## src/rtl/bypass_buffer.sv

```systemverilog
// Single-entry elastic buffer with a zero-latency combinational bypass.
// One word is held only when the consumer is not ready in the write cycle.
module bypass_buffer #(
  parameter int WIDTH = 8
) (
  input  logic             clock,
  input  logic             resetn,
  input  logic             write_enable,
  input  logic [WIDTH-1:0] write_data,
  output logic             full,
  input  logic             read_enable,
  output logic [WIDTH-1:0] read_data,
  output logic             empty
);

  logic             valid_q;
  logic             valid_d;
  logic [WIDTH-1:0] data_q;
  logic             load;

  // NOTE: every signal written here gets a default first so no path leaves
  // it unassigned; otherwise synthesis infers a latch.
  always_comb begin
    valid_d = valid_q;
    load    = 1'b0;
    if (!valid_q) begin
      // Empty: a write is stored only if the consumer does not take it now.
      if (write_enable && !read_enable) begin
        valid_d = 1'b1;
        load    = 1'b1;
      end
    end else begin
      if (read_enable && write_enable) begin
        load = 1'b1;
      end else if (read_enable) begin
        valid_d = 1'b0;
      end
      // A write without a read while occupied is dropped (overflow).
    end
  end

  // NOTE: state uses non-blocking assignments so every flop samples the
  // pre-edge values; blocking here would create order-dependent races.
  always_ff @(posedge clock or negedge resetn) begin
    if (!resetn) begin
      valid_q <= 1'b0;
    end else begin
      valid_q <= valid_d;
    end
  end

  // NOTE: the data register is given a defined reset value as well, so the
  // word is deterministic after reset even though valid gates its use.
  always_ff @(posedge clock or negedge resetn) begin
    if (!resetn) begin
      data_q <= '0;
    end else if (load) begin
      data_q <= write_data;
    end
  end

  assign read_data = valid_q ? data_q : write_data;
  assign empty     = !valid_q && !write_enable;
  assign full      = valid_q && !read_enable;

endmodule

```

## config.mk

```make
export PLATFORM = sky130hd
export DESIGN_NAME = bypass_buffer
export DESIGN_NICKNAME = d
export VERILOG_FILES = /design/src/rtl/bypass_buffer.sv
export SDC_FILE = /design/constraint.sdc
export NUM_CORES = 1
export LEC_CHECK = 0
export BUFFER_PORTS_ARGS = -buffer_cell sky130_fd_sc_hd__clkbuf_2
export CAP_MARGIN = 20
export CORE_AREA = 2 2 39 41
export CTS_CLUSTER_DIAMETER = 30
export DETAILED_ROUTE_END_ITERATION = 6
export DIE_AREA = 0 0 41 43
export PLACE_DENSITY = 0.58
export SKIP_CTS_REPAIR_TIMING = 1
export SLEW_MARGIN = 20
export SYNTH_ARGS = -nofsm -noshare
export SYNTH_HDL_FRONTEND = slang
export SYNTH_SLANG_ARGS = --single-unit
```

## constraint.sdc

```tcl
create_clock -name clock -period 2.6 [get_ports clock]
set_input_delay 0.26 -clock clock [delete_from_list [all_inputs] [get_ports clock]]
set_output_delay 0.26 -clock clock [all_outputs]
set_load 0.1 [all_outputs]
```

# --- After elaboration in Yosys (flattened, before gate mapping) ---
# Cells that the tools add are included.
totals:
  register_bits: 9
  input_bits: 12
  output_inout_bits: 10
  word_cells: 16
classes:
  muxes: 7
  n_reduce_logical: 7
ops:
  columns: ["cell", "count"]
  rows:
  - ["$mux 8", 1]
  - ["$mux 1", 6]
  - ["$logic_and 1x1->1", 4]
  - ["$logic_not 1->1", 3]

# --- Depth between registers and ports, before layout ---
# Gate-level depths: netlist of the first run.
logic_depth:
  depth_word: 4
  mapped_depth: 3

# --- Worst setup path after synthesis of the first run ---
# No wires, ideal clock.
synth_timing:
  kind: "register -> output"
  start: "register valid_q"
  end: "output port full"
  t_arrival_ns: 1.942
  t_required_ns: 2.340
  path_slack_ns: 0.398
  stages_incl_launch_ff: 3
  n_path_buf: 1
  cell_sequence: "dfrtp_1 > buf_2 > nor2b_1"
synth_between:
  elab_chain_len: 1
synth_lines:
  columns: ["element", "line_no", "text"]
  rows:
  - ["start: declaration", "16", "logic valid_q;"]
  - ["start signal: assignment", "48", "valid_q <= valid_d;"]
  - ["$logic_and 1x1->1", "64", "assign full = valid_q && !read_enable;"]
  - ["end: declaration", "10", "output logic full,"]
# Every way passes these cells.

# --- Final worst setup path of the first run ---
layout_timing:
  start: "register valid_q"
  end: "output port read_data[4]"
layout_between:
  elab_chain_len: 1
layout_lines:
  columns: ["element", "line_no", "text"]
  rows:
  - ["$mux 8", "62", "assign read_data = valid_q ? data_q : write_data;"]
  - ["end: declaration", "12", "output logic [WIDTH-1:0] read_data,"]
# Every way passes these cells.

==> qor.csv, run 1 <==
stage;metric;value;unit
layout;commonest non-fill, non-tap cell in the layout;clkbuf_2;
pwr;Int Power;0.3048;mW
routing;DR pass1 iterations;1;
clocking;CTS tree;done;
pwr;PD cells;1001;mW/mm2
floorplan;initial core utilization;0.3246;
floorplan;Die Wd;41;um
timing;Slew @ Worst Pin;0.5385;ns
worst_setup_path;WS Path Type;reg2out;
timing;Fmax;529.7;MHz
logic_synthesis;post-synthesis cell count;32;
min_path;HP Class;in2reg;
worst_setup_path;crit path launch type;flop;
layout;Diodes inserted;0;
worst_setup_path;crit path capture type;output pin;
place;placed insts;68;
global_routing;gr usage total;0.1109;
logic_synthesis;synthesized flop and latch total;9;
logic_synthesis;Mapped Area;449.2;um2
global_routing;global-route wire length before repair;1221;um
global_routing;remaining global-route overflow;0;
logic_synthesis;Avg Cell Area, Syn;14.04;um2
logic_synthesis;Yosys warning count;0;
timing;final setup TNS;0;ns
timing;worst rel slew slack;0.6425;
global_routing;vias in the first global route;322;
outcome;status;finished, final reports clean;
worst_setup_path;Worst EP required;2.34;ns
place;Post-Place Setup Slack;0.9756;ns
floorplan;FP Rows;14;
logic_synthesis;Yosys cell types;9;
clocking;Max Root-Sink Buffers;2;
floorplan;die height;43;um
pwr;Clk pwr share;0.178;
logic_synthesis;Seq/Total Area, Yosys;0.5014;
worst_setup_path;critical-path maximum fanout;12;
clocking;root buf cell;clkbuf_4;
layout;Layout fillers;134;
logic_synthesis;syn_nets;44;
run;max cap viols;0;
global_routing;initial antenna violation count;0;
layout;synthesis-to-layout area growth;34.82;%
clocking;register clock-pin slew on the reported worst setup and hold paths;0.06;ns
place;Final Wtd Congestion;0.6638;
timing;RSZ-0062 raised after global routing;false;
timing;Max Slew Vio Count;0;
floorplan;die area;0.001763;mm2
clocking;Num CTS Buffers;3;
clocking;Num Clock Sinks;9;
pwr;switching share of power;0.4973;
pwr;Net Sw Power;0.3014;mW
timing;worst hold slack;0.2424;ns
place;HPWL Detailed;572.3;um
layout;share of cells above drive strength 1;0.7193;
timing;min setup slack post-route;0.7122;ns
layout;multi-input logic area;215.2;um2
worst_setup_path;worst path arrival time;1.63;ns
timing;Final Hold Fails;0;
pwr;PnR Total Power;0.6062;mW
layout;register area;225.2;um2
pwr;sequential power share;0.313;
timing;period utilisation layout;0.7261;
timing;count of final setup violators;0;
timing;Clock Skews;0.001106;ns
layout;final non-filler cell total;73;
clocking;number of H-tree levels;1;
pwr;combinational share of power;0.509;
global_routing;pin count of the biggest net entering global routing;13;
routing;routed len/inst;10.52;um
layout;most frequent cells in the layout;clkbuf_2, mux2_2, dfrtp_1;
place;Port Buffers;21;
floorplan;IO Count;22;
timing;minimum clock period;1.888;ns
pwr;peak supply drop;0.4290;mV
pwr;Leak;0.2931;nW
routing;# DRC;0;
layout;Layout Nets;70;
routing;ANT nets after route;0;
routing;Vias/cell;4.466;
routing;Initial DRC Count;0;
clocking;Clk Latency, worst-skew pair;0.26;ns
routing;via count;326;
routing;final WL;768;um
floorplan;core area;0.001384;mm2
-- cell usage after synthesis --
cell / n / area share
maj3_1: 1 / 0.022
nor2_1: 1 / 0.0083
xnor2_1: 1 / 0.020
mux2_2: 16 / 0.40
nor2b_1: 1 / 0.014
inv_1: 1 / 0.0083
buf_2: 1 / 0.011
nand2_2: 1 / 0.014
dfrtp_1: 9 / 0.50
-- per-layer routing --
metal | wire length (um) | up-vias | GRT usage
li1 | - | 162 | -
met2 | 354 | 15 | 0.1531
met5 | 0 | - | 0
met4 | 10 | 0 | 0.1000
met3 | 72 | 2 | 0.04712
met1 | 329 | 147 | 0.1208
-- area by class of cell --
cell class,instances,area share
Clock buffer,4,0.04339
Inverter,1,0.006198
Multi-Input combinational cell,21,0.3554
Sequential cell,9,0.3719
Tap cell,16,0.03306
Timing Repair Buffer,22,0.1901
-- per-stage QoR --
step | utilization | cell area [um2]
final | 0.4376 | 605.6
after global routing | 0.4376 | 605.6
after CTS | 0.4304 | 595.6
after detailed placement | 0.4114 | 569.3
after global placement | 0.4114 | 569.3
after floorplan | - | 449.2
-- critical path, stage by stage (launching register included) --
cell and delay, ns:
dfrtp_1 0.61, mux2_2 0.39, clkbuf_2 0.37
-- registers in the layout, summed over array words and instances (netlist names) --
name,cells
data_q,8
valid_q,1
-- logic make-up (layout without fill, tap and decap cells) --
logic type	after synthesis	after routing	share of synthesized area
buffers and inverters	2	27	0.01948
muxes	16	16	0.4011
adders and majority gates	1	1	0.02229
DFF	9	9	0.5014
and+or+nand+nor	3	3	0.03622
xor gates and xnor gates	1	1	0.01950
-- worst paths after layout --
| kind | startpoint | to | slack, ns | depth (start not counted) |
|---|---|---|---|---|
| setup / recovery | valid_q | read_data[4] | 0.71 | 2 |
| hold / removal | write_data[7] | data_q[7] | 0.24 | 2 |
| setup reg to reg | valid_q | data_q[3] | 1.17 | 3 |
| hold reg to reg | data_q[5] | data_q[5] | 0.50 | 1 |
| max in group asynchronous | resetn | data_q[1] | 2.02 | 2 |
| min in group asynchronous | resetn | data_q[4] | 0.39 | 2 |
-- power groups by stage --
stage | combinational (mW) | sequential (mW) | clock (mW)
5_1_grt | 0.321 | 0.195 | 0.122
3_5_place_dp | 0.310 | 0.193 | 0
2_1_floorplan | 0.277 | 0.184 | 0
3_3_place_gp | 0.308 | 0.193 | 0
4_1_cts | 0.310 | 0.190 | 0.115
6_report | 0.308 | 0.190 | 0.108
Note: power is estimated with default switching activity, not from simulation.
==> inputs of run 2 (changes only) <==
==> constraint.sdc (replaced) <==
create_clock -name clock -period 1.8 [get_ports clock]
set_input_delay 0.18 -clock clock [delete_from_list [all_inputs] [get_ports clock]]
set_output_delay 0.18 -clock clock [all_outputs]
set_load 0.1 [all_outputs]
==> qor.csv, run 2 (synthesis results as in run 1) <==
stage;metric;value;unit;change
outcome;status;finished, final reports clean;;
global_routing;initial antenna violation count;0;;unchanged
global_routing;gr usage total;0.1160;;+0.005086
place;Port Buffers;21;;unchanged
floorplan;IO Count;22;;unchanged
floorplan;die height;43;um;unchanged
layout;register area;226.5;um2;+0.56%
pwr;peak supply drop;0.6415;mV;+50%
run;max cap viols;0;;unchanged
routing;routed len/inst;12.03;um;+14%
floorplan;initial core utilization;0.3246;;unchanged
layout;design area;626.9;um2;+3.5%
routing;DR pass1 iterations;2;;+1
worst_setup_path;crit path capture type;output pin;;
worst_setup_path;r2r startpoint;valid_q;;
layout;multi-input logic area;220.2;um2;+2.3%
global_routing;remaining global-route overflow;0;;unchanged
layout;commonest non-fill, non-tap cell in the layout;clkbuf_2;;
timing;Fmax;587.6;MHz;
min_path;HP Class;in2reg;;
layout;most frequent cells in the layout;clkbuf_2, mux2_2, dfrtp_1;;
clocking;CTS tree;done;;
global_routing;vias in the first global route;311;;-3.4%
worst_setup_path;crit path launch type;flop;;
global_routing;global-route wire length before repair;1331;um;+9.0%
timing;Final Hold Fails;0;;unchanged
layout;synthesis-to-layout area growth;39.55;%;
clocking;root buf cell;clkbuf_4;;
layout;final non-filler cell total;73;;unchanged
worst_setup_path;critical-path maximum fanout;12;;unchanged
place;cell area after placement;589.3;um2;+3.5%
floorplan;die area;0.001763;mm2;unchanged
pwr;PnR Total Power;0.8846;mW;+46%
clocking;Num CTS Buffers;3;;unchanged
place;Final Wtd Congestion;0.5898;;-11%
min_path;hold path startpoint;write_data[3];;
timing;Max Slew Vio Count;0;;unchanged
global_routing;pin count of the biggest net entering global routing;13;;unchanged
place;Post-Place Setup Slack;0.2445;ns;-0.7310 ns
timing;final setup TNS;0;ns;unchanged
routing;Vias/cell;4.493;;+0.61%
clocking;Num Clock Sinks;9;;unchanged
timing;RSZ-0062 raised after global routing;false;;
worst_setup_path;CP Buf/Inv Count;1;;unchanged
layout;share of cells above drive strength 1;0.7719;;+0.05263
timing;minimum clock period;1.702;ns;
clocking;Clk Latency, worst-skew pair;0.25;ns;about the same
clocking;register clock-pin slew on the reported worst setup and hold paths;0.06;ns;about the same
routing;final WL;878;um;+14%
pwr;Leak;0.2974;nW;+1.5%
worst_setup_path;CP max stage delay;0.53;ns;-0.08 ns
timing;worst rel slew slack;0.6413;;-0.001290
worst_setup_path;Worst EP required;1.62;ns;-0.72 ns
worst_setup_path;cell family with the largest share of critical-path delay;flip-flops;;
floorplan;core area;0.001384;mm2;unchanged
clocking;number of H-tree levels;1;;unchanged
worst_setup_path;WS Path Type;reg2out;;
layout;Layout fillers;136;;+1.5%
layout;largest register by flop count;data_q;;
worst_setup_path;critical path launch point;valid_q;;
worst_setup_path;CP max stage cell;dfrtp_2;;
layout;Diodes inserted;0;;unchanged
routing;ANT nets after route;0;;unchanged
place;placed insts;68;;unchanged
timing;Slew @ Worst Pin;0.5404;ns;+0.001943 ns
routing;Initial DRC Count;1;;+1
timing;min setup slack post-route;0.09806;ns;-0.6142 ns
clocking;Max Root-Sink Buffers;2;;unchanged
timing;count of final setup violators;0;;unchanged
routing;via count;328;;+0.61%
worst_setup_path;critical-path cell list;mux2_2 > clkbuf_2;;
timing;period utilisation layout;0.9455;;
worst_setup_path;worst path arrival time;1.52;ns;-0.11 ns
layout;Layout Nets;70;;unchanged
floorplan;Die Wd;41;um;unchanged
layout;max reg flops;8;;unchanged
timing;Clock Skews;0.002062;ns;+0.0009562 ns
pwr;PD cells;1411;mW/mm2;+41%
layout;Largest regs;data_q: 8 flops, valid_q: 1 flops;;
routing;# DRC;0;;unchanged
floorplan;FP Rows;14;;unchanged
[run 2: worst paths after layout]
kind                                end  cells past startpoint  slack, ns
setup / recovery           read_data[6]                      2        0.1
hold / removal                data_q[3]                      2       0.17
setup reg to reg              data_q[2]                      3       0.43
hold reg to reg               data_q[6]                      1       0.50
max in group asynchronous       valid_q                      2       1.27
min in group asynchronous     data_q[7]                      2       0.31
[run 2: layout make-up]
| type | instances | share of cell area |
|---|---|---|
| sequential | 9 | 0.3613 |
| inverter | 1 | 0.005988 |
| timing repair buffer | 22 | 0.2076 |
| tap | 16 | 0.03194 |
| clock buffer | 4 | 0.04192 |
| multi-input combinational | 21 | 0.3513 |
[run 2: power by group]
| group | internal, mW | switching (mW) | total [mW] |
|---|---|---|---|
| clock | 0.0852 | 0.0665 | 0.152 |
| combinational | 0.113 | 0.343 | 0.456 |
| sequential | 0.249 | 0.0281 | 0.277 |
| total | 0.447 | 0.438 | 0.885 |
[run 2: metal layers]
metal / GRT usage / routed length, um
met1: 0.1342 / 362
met2: 0.1750 / 467
met3: 0.03141 / 49
met4: 0.08000 / 0
met5: 0 / 0
[run 2: worst register-to-register path, stage by stage (launching register included)]
cell     delay (ns)
dfrtp_2        0.51
xnor2_1        0.18
nand2_2        0.19
mux2_2         0.37
[run 2: metrics by stage]
step           hold slack [ns]  utilization
3_3_place_gp           0.05000       0.4259
2_1_floorplan          -0.1156            -
4_1_cts                -0.2309       0.4448
6_report                0.1730       0.4530
3_5_place_dp           0.05160       0.4259
5_1_grt                 0.1586       0.4530
